[src/rtl/bcd_7seg_scan_driver_pkg.sv]
// Shared segment definitions and the BCD to 7-segment lookup for the scan driver.
package seg7_pkg;

  localparam int SEG_A  = 0;
  localparam int SEG_B  = 1;
  localparam int SEG_C  = 2;
  localparam int SEG_D  = 3;
  localparam int SEG_E  = 4;
  localparam int SEG_F  = 5;
  localparam int SEG_G  = 6;
  localparam int SEG_DP = 7;

  localparam logic [7:0] SEG_BLANK = 8'h00;
  localparam logic [7:0] SEG_ALL   = 8'hFF;

  // Codes 10..15 decode to blank, matching the 4511 behaviour.
  function automatic logic [6:0] bcd_to_seg(input logic [3:0] bcd);
    case (bcd)
      4'd0:    return 7'h3F;
      4'd1:    return 7'h06;
      4'd2:    return 7'h5B;
      4'd3:    return 7'h4F;
      4'd4:    return 7'h66;
      4'd5:    return 7'h6D;
      4'd6:    return 7'h7D;
      4'd7:    return 7'h07;
      4'd8:    return 7'h7F;
      4'd9:    return 7'h6F;
      default: return 7'h00;
    endcase
  endfunction

endpackage

[src/rtl/bcd_to_seg7.sv]
// Combinational nibble to {g,f,e,d,c,b,a} decoder, shared by all digits after the scan mux.
module bcd_to_seg7
  import seg7_pkg::*;
(
  input  logic [3:0] bcd,
  output logic [6:0] seg7
);

  always_comb begin
    seg7 = bcd_to_seg(bcd);
  end

endmodule

[src/rtl/bcd_7seg_scan_driver.sv]
// Time-multiplexed multi-digit BCD to 7-segment driver with latch, lamp test,
// blanking, anti-ghost slot blanking and leading-zero suppression.
module bcd_7seg_scan_driver
  import seg7_pkg::*;
#(
  parameter int DIGITS         = 4,
  parameter int SCAN_DIV       = 50000,
  parameter int BLANK_CYCLES   = 1,
  parameter int SEG_ACTIVE_LOW = 0,
  parameter int DIG_ACTIVE_LOW = 1
)
(
  input  logic                        clk,
  input  logic                        rst_n,
  input  logic [4*DIGITS-1:0]         bcd_in,
  input  logic [DIGITS-1:0]           dp_in,
  input  logic                        le,
  input  logic                        lt_n,
  input  logic                        bi_n,
  input  logic                        lz_en,
  output logic [7:0]                  seg,
  output logic [DIGITS-1:0]           dig_sel,
  output logic [$clog2(DIGITS)-1:0]   scan_idx
);

  localparam int IDXW = $clog2(DIGITS);
  localparam int CNTW = $clog2(SCAN_DIV);

  localparam logic [IDXW-1:0]   IDX_LAST = IDXW'(DIGITS - 1);
  localparam logic [CNTW-1:0]   CNT_LAST = CNTW'(SCAN_DIV - 1);
  localparam logic [CNTW-1:0]   CNT_BLNK = CNTW'(BLANK_CYCLES);
  localparam logic [7:0]        SEG_POL  = (SEG_ACTIVE_LOW != 0) ? 8'hFF : 8'h00;
  localparam logic [DIGITS-1:0] DIG_POL  = (DIG_ACTIVE_LOW != 0) ? {DIGITS{1'b1}} : {DIGITS{1'b0}};

  logic [4*DIGITS-1:0] bcd_q;
  logic [DIGITS-1:0]   dp_q;
  logic [CNTW-1:0]     div_cnt;

  logic [3:0]          cur_bcd;
  logic                cur_dp;
  logic                cur_lz;
  logic                above_zero;
  logic                slot_blank;
  logic [6:0]          dec_seg;
  logic [7:0]          seg_next;
  logic [DIGITS-1:0]   dig_next;

  always_ff @(posedge clk or negedge rst_n) begin
    if (!rst_n) begin
      bcd_q <= '0;
      dp_q  <= '0;
    end else if (!le) begin
      bcd_q <= bcd_in;
      dp_q  <= dp_in;
    end
  end

  always_ff @(posedge clk or negedge rst_n) begin
    if (!rst_n) begin
      div_cnt  <= '0;
      scan_idx <= '0;
    end else if (div_cnt == CNT_LAST) begin
      div_cnt  <= '0;
      scan_idx <= (scan_idx == IDX_LAST) ? '0 : scan_idx + IDXW'(1);
    end else begin
      div_cnt  <= div_cnt + CNTW'(1);
    end
  end

  // Walk from the most significant digit down so above_zero means "this and all higher digits are 0".
  always_comb begin
    cur_bcd    = 4'd0;
    cur_dp     = 1'b0;
    cur_lz     = 1'b0;
    above_zero = 1'b1;
    dig_next   = '0;
    slot_blank = (div_cnt < CNT_BLNK);
    for (int i = DIGITS - 1; i >= 0; i--) begin
      above_zero = above_zero & (bcd_q[4*i +: 4] == 4'd0);
      if (scan_idx == IDXW'(i)) begin
        cur_bcd     = bcd_q[4*i +: 4];
        cur_dp      = dp_q[i];
        cur_lz      = above_zero & (i != 0);
        dig_next[i] = ~slot_blank;
      end
    end
  end

  bcd_to_seg7 u_dec (
    .bcd  (cur_bcd),
    .seg7 (dec_seg)
  );

  always_comb begin
    seg_next = {cur_dp, dec_seg};
    if (!lt_n) begin
      seg_next = SEG_ALL;
    end else if (!bi_n) begin
      seg_next = SEG_BLANK;
    end else if (lz_en && cur_lz) begin
      seg_next         = SEG_BLANK;
      seg_next[SEG_DP] = cur_dp;
    end
  end

  always_ff @(posedge clk or negedge rst_n) begin
    if (!rst_n) begin
      seg     <= SEG_BLANK ^ SEG_POL;
      dig_sel <= DIG_POL;
    end else begin
      seg     <= seg_next ^ SEG_POL;
      dig_sel <= dig_next ^ DIG_POL;
    end
  end

endmodule
[config.mk]
export PLATFORM = sky130hd
export DESIGN_NAME = bcd_7seg_scan_driver
export DESIGN_NICKNAME = d
export VERILOG_FILES = /design/src/rtl/bcd_7seg_scan_driver_pkg.sv /design/src/rtl/bcd_to_seg7.sv /design/src/rtl/bcd_7seg_scan_driver.sv
export SDC_FILE = /design/constraint.sdc
export NUM_CORES = 1
export LEC_CHECK = 0
export BUFFER_PORTS_ARGS = -buffer_cell sky130_fd_sc_hd__buf_4
export CAP_MARGIN = 5
export CORE_ASPECT_RATIO = 1.4
export CORE_MARGIN = 2
export CORE_UTILIZATION = 56
export CTS_CLUSTER_SIZE = 10
export DETAILED_ROUTE_END_ITERATION = 8
export MAX_ROUTING_LAYER = met4
export PLACE_DENSITY = 0.85
export SLEW_MARGIN = 20
export SYNTH_ARGS = -nofsm -noshare
export SYNTH_HDL_FRONTEND = slang
export SYNTH_HIERARCHICAL = 1
export SYNTH_SLANG_ARGS = --single-unit
[constraint.sdc]
create_clock -name clk -period 3.1 [get_ports clk]
set_input_delay 0.465 -clock clk [delete_from_list [all_inputs] [get_ports clk]]
set_output_delay 0.465 -clock clk [all_outputs]
set_load 0.03 [all_outputs]
==> results.yml, run 1 <==
run_status:
  outcome: "complete, no violations"
timing:
  finalCriticalPeriod_ns: 2.59
  finalHoldViolCount: 0
  skew_ns: 0.00616
  fin_crit_sh_pct: 83.7
  finalMaxSlewViolations: 0
  tightest_slew_ns: 0.581
  max_freq_mhz: 386
  slew_headroom_pct: 61.3
  finalSetupViolations: 0
  rsz0062_at_grt: "false"
  totalNegativeSetupSlack_ns: 0
  whs_ns: 0.170
cells_and_area:
  fill_cells: 340
  seq_area_um2: 1260
  layout_common_cells: "dfrtp_1 (46), buf_4 (42), nand2_1 (20), mux2_2 (20), nor2_1 (14)"
  synthToLayoutAreaGrowth_pct: 18.2
  final_nets: 303
  diodes: 0
  instances_no_fill: 326
  drive_gt1_share_pct: 30.1
  multi_input_area_um2: 1150
  layout_commonest_cell: "dfrtp_1"
routing:
  wl_per_cell_um: 13.6
  drt_iter0_drc: 78
  num_vias: 1794
  drtAntennaViolNets: 0
  via_per_inst: 5.50
  drtPass1Iterations: 4
  drcViolationCount: 0
  wl_um: 4420
die:
  die_width_um: 60.5
  core_um2: 4270
  io_pins: 40
  die_y_um: 83.1
  start_util_pct: 58.5
  die-area_um2: 5020
  rows: 28
grt:
  met3_usage_pct: 4.98
  grt_first_pass_wirelength_um: 7750
  grt_pass1_vias: 1669
  grt_max_degree: 51
  met2_usage_pct: 31.5
  antenna_found_initial: 0
  grt_util_all_layers_pct: 20.5
  busiest_layer: "met2"
  overflow: 0
  grt_util_met1_pct: 26.5
power_and_ir_drop:
  p_leak_nw: 1.30
  vdd_ir_drop_max_mv: 0.290
  powerDensity_nw_per_um2: 454
  power_w: 0.00134
clocking:
  cts_setup_buffers: 0
  clockBufferDepth: 2
  clk_latency_ns: 0.30
  cts_tree: "built"
  post_cts_resized: 0
  cts_sinks: 50
  htreeDepth: 2
  clk_pin_slew_ns: 0.08
  hold_buffers: 0
  clk_root_buffer_cell: "clkbuf_8"
  cts_buffers: 5
yosys:
  ys_seq_elements: 50
  synth_edf_count: 0
  syn_area_um2: 2500
  async_reset_ff_share_pct: 100
  ys_warn_count: 6
  synth_seq_area_share_pct: 50.2
  syn_nets: 263
  ys_types: 43
  syn_avg_cell_area_um2: 11.1
  netlist_instances: 225
  ys.flop_type: "dfrtp_1"
worst_setup_path:
  worstPathRequired_ns: 3.32
  cp-startpoint: "scan_idx[0]"
  cp-end-kind: "flip-flop"
  crit_fanout: 9
  reg2reg_from: "scan_idx[0]"
  startpoint_type: "flip-flop"
  worst-setup-path-type: "reg -> reg"
  arrival_ns: 2.81
placement:
  dpl.cell_count: 318
  portBuffers: 39
  gp_congestion: 0.812
  place_hpwl_um: 3260
hold_path:
  hp-class: "in -> async"
run:
  drv_cap: 0
==> logic make-up (layout without fill, tap and decap cells) <==
group,after synthesis,count (layout),share of synthesized area [%]
AND/OR/NAND/NOR,74,74,16.0
flip-flops,50,50,50.2
AO/OA/AOI/OAI,32,32,9.20
multiplexers,22,22,9.81
buffers and inverters,21,62,3.85
XOR/XNOR,14,14,4.90
adder cells (fa/ha/maj),12,12,6.00
==> routing by layer <==
layer / routed length, um / up-vias
met5: 0 / -
met4: 78 / 0
met3: 197 / 10
met2: 2270 / 51
met1: 1870 / 865
li1: - / 868
==> layout make-up <==
type	instances	area share, %
Sequential cell	50	42.5
Multi-Input combinational cell	154	38.8
Timing Repair Buffer	42	10.7
Clock buffer	7	2.92
Tap cell	60	2.54
Inverter	12	1.52
Clock inverter	1	1.02
==> critical path, cell delays in order, from the launching register on <==
cell and delay (ns):
dfrtp_1 0.44, inv_1 0.10, ha_1 0.30, nor2b_1 0.32, a221oi_1 0.13, o31ai_1 0.37, inv_1 0.17, ha_1 0.34
o21ai_0 0.16, nand2_1 0.06, o21ai_0 0.13
==> report_power, final <==
part	switching, W	internal, W
sequential	0.0000231	0.000687
combinational	0.0000881	0.0000870
clock	0.000194	0.000263
==> state kept, by name, summed over array words and instances, names as in the netlist <==
name,cells
dp_q,4
bcd_q,16
seg,8
dig_sel,4
scan_idx,2
div_cnt,16
==> stage by stage <==
stage,setup WS (ns),util (%),instance area [um^2]
after floorplan,0.233,-,2500
after global placement,0.675,66.5,2840
after detailed placement,0.527,66.5,2840
after CTS,0.502,69.2,2960
after global routing,0.215,69.2,2960
final,0.506,69.2,2960
==> final timing paths <==
path / end / slack, ns / cells past startpoint
setup / recovery: seg[1] / 0.51 / 10
hold reg to reg: div_cnt[13] / 0.50 / 1
hold / removal: div_cnt[2] / 0.17 / 1
setup reg to reg: seg[1] / 0.51 / 10
min in group clk: seg[7] / 0.39 / 2
max in group asynchronous: bcd_q[0] / 2.54 / 1
==> synthesized netlist by cell type, drive strengths merged (3+ instances only) <==
cell type,n,area share [%]
dfrtp,46,46
mux2,20,9.0
nand2,20,3.0
nor2,14,2.1
ha,12,6.0
inv,12,1.8
o21ai,11,2.2
nand3,8,1.8
xor2,8,2.8
nor2b,6,1.5
nor4,6,1.5
xnor2,6,2.1
clkbuf,5,0.75
o22ai,5,1.3
o31ai,5,1.5
a221oi,4,1.4
buf,4,1.3
dfstp,4,4.2
nor3,4,1.0
and4,3,1.1
nand4,3,0.75
(Power assumes the default switching activity.)
==> run 2, diff against run 1 <==
Settings changed: CORE_UTILIZATION 56 to 50, PLACE_DENSITY 0.85 to 0.81.
Clock period 3.1 ns to 2.1 ns, I/O delays scaled along.
==> results.yml, run 2 (same netlist as run 1, synthesis figures left out) <==
cells_and_area:
  fill_cells: 338
  layout_common_cells: "buf_4 (58), dfrtp_1 (44), nand2_1 (20), mux2_2 (20), nor2_1 (13)"
  instances_no_fill: 351
  largestRegisters: "bcd_q (16), div_cnt (16), seg (8)"
  synthToLayoutAreaGrowth_pct: 32.4
  final_nets: 324
  drive_gt1_share_pct: 43.9
  diodes: 0
  layout_commonest_cell: "buf_4"
timing:
  finalHoldViolCount: 0
  skew_ns: 0.00677
  fin_crit_sh_pct: 103
  finalMaxSlewViolations: 0
  tightest_slew_ns: 0.604
  finalSetupViolations: 4
  slew_headroom_pct: 59.7
  fin_ws_ns: -0.0714
  totalNegativeSetupSlack_ns: -0.205
  max_freq_mhz: 461
  finalCriticalPeriod_ns: 2.17
  rsz0062_at_grt: "true"
routing:
  wl_um: 5790
  drtAntennaViolNets: 0
  wl_per_cell_um: 16.5
  via_per_inst: 5.58
  drcViolationCount: 0
  drtPass1Iterations: 4
  num_vias: 1957
  drt_iter0_drc: 106
placement:
  portBuffers: 39
  dpl.cell_count: 335
  gp_congestion: 0.921
  place_hpwl_um: 3730
worst_setup_path:
  worstPathCellList: "ha_4 > nor2b_4 > buf_6 > a221oi_4 > o31ai_4 > buf_6 > ha_4 > nor2_4 > a21oi_2 > o22ai_1 > nand2_1 > o21ai_1"
  critical-path-max-stage-delay_ns: 0.48
  worstPathRequired_ns: 2.33
  slowest_stage: "dfrtp_2"
  arrival_ns: 2.41
  crit_fanout: 4
  startpoint_type: "flip-flop"
  cp-end-kind: "flip-flop"
  worst-setup-path-type: "reg -> reg"
  r2r_cells: 12
  reg2reg_from: "scan_idx[1]"
  cp-startpoint: "scan_idx[1]"
die:
  die_width_um: 63.8
  start_util_pct: 51.7
  core_um2: 4840
  die-area_um2: 5590
  die_y_um: 87.7
  rows: 30
  io_pins: 40
power_and_ir_drop:
  p_leak_nw: 1.42
  powerDensity_nw_per_um2: 580
  power_w: 0.00192
  vdd_ir_drop_max_mv: 0.260
clocking:
  hold_buffers: 0
  clk_latency_ns: 0.31
  cts_tree: "built"
  clk_root_buffer_cell: "clkbuf_8"
  htreeDepth: 2
  clockBufferDepth: 2
  clk_pin_slew_ns: 0.09
  cts_buffers: 5
  cts_sinks: 50
run:
  drv_cap: 0
run_status:
  outcome: "finished, violations left"
  violations: "setup timing"
grt:
  overflow: 0
  grt_first_pass_wirelength_um: 9280
  grt_pass1_vias: 1945
  antenna_found_initial: 0
  grt_max_degree: 51
  grt_util_all_layers_pct: 22.3
hold_path:
  hp-class: "in -> async"
run 2: cell count changes in the layout (fill, tap and decap cells not counted), sizes merged:
cell | before | now
buf | 42 | 63
clkbuf | 7 | 5
clkinv | 0 | 2
bufinv | 1 | 0
clkinvlp | 0 | 1
run 2: cell type report:
| class | count | area [um^2] | area share [%] |
|---|---|---|---|
| multi-input combinational | 154 | 1340 | 40.5 |
| sequential | 50 | 1260 | 38.0 |
| timing repair buffer | 63 | 492 | 14.9 |
| tap | 64 | 80.1 | 2.42 |
| clock buffer | 5 | 68.8 | 2.08 |
| inverter | 12 | 50.0 | 1.51 |
| clock inverter | 3 | 21.3 | 0.642 |
run 2: final timing paths:
path,endpoint,slack [ns]
worst max register to register,seg[0],-0.07
worst min register to register,div_cnt[13],0.50
min in group clk,seg[3],0.23
worst min-delay path,seg[1],0.008
max in group asynchronous,scan_idx[0],1.64
worst max-delay path,seg[0],-0.07
run 2: critical path, delay by kind of cell (launching register included):
family	cells	cell delay [ns]
AND/OR/NAND/NOR	3	0.27
adder cells (fa/ha/maj)	2	0.34
AO/OA/AOI/OAI	5	0.75
buffers and inverters	2	0.25
flip-flops	1	0.48
run 2: power by group:
group,internal (W),switching [W],total (W)
clock network,0.000234,0.000324,0.000558
logic,0.000149,0.000154,0.000303
registers,0.00101,0.0000439,0.00106
total,0.00140,0.000522,0.00192
run 2: routing by layer:
metal,vias up,routed length (um),share of wire (%),GRT usage [%]
li1,908,-,-,-
met1,970,2240,39,23.9
met2,61,3180,55,38.9
met3,18,227,3.9,4.88
met4,0,151,2.6,10.7
met5,-,0,0,-
run 2: metrics by stage:
stage,instance area [um^2],setup slack (ns),hold WS (ns),util [%]
2_1_floorplan,2550,-0.112,0.0194,-
3_3_place_gp,2990,-0.206,0.364,61.7
3_5_place_dp,2990,-0.334,0.366,61.7
4_1_cts,3250,-0.0126,0.0368,67.1
5_1_grt,3310,-0.192,0.0622,68.4
6_report,3310,-0.0714,0.00769,68.4
run 2: repair_timing:
| action | 4_1_cts | 5_1_grt |
|---|---|---|
| buffers inserted | 8 | 1 |
| endpoints found under the setup margin | 7 | 7 |
| resized for setup | 22 | 13 |
| pin swaps | 12 | 5 |
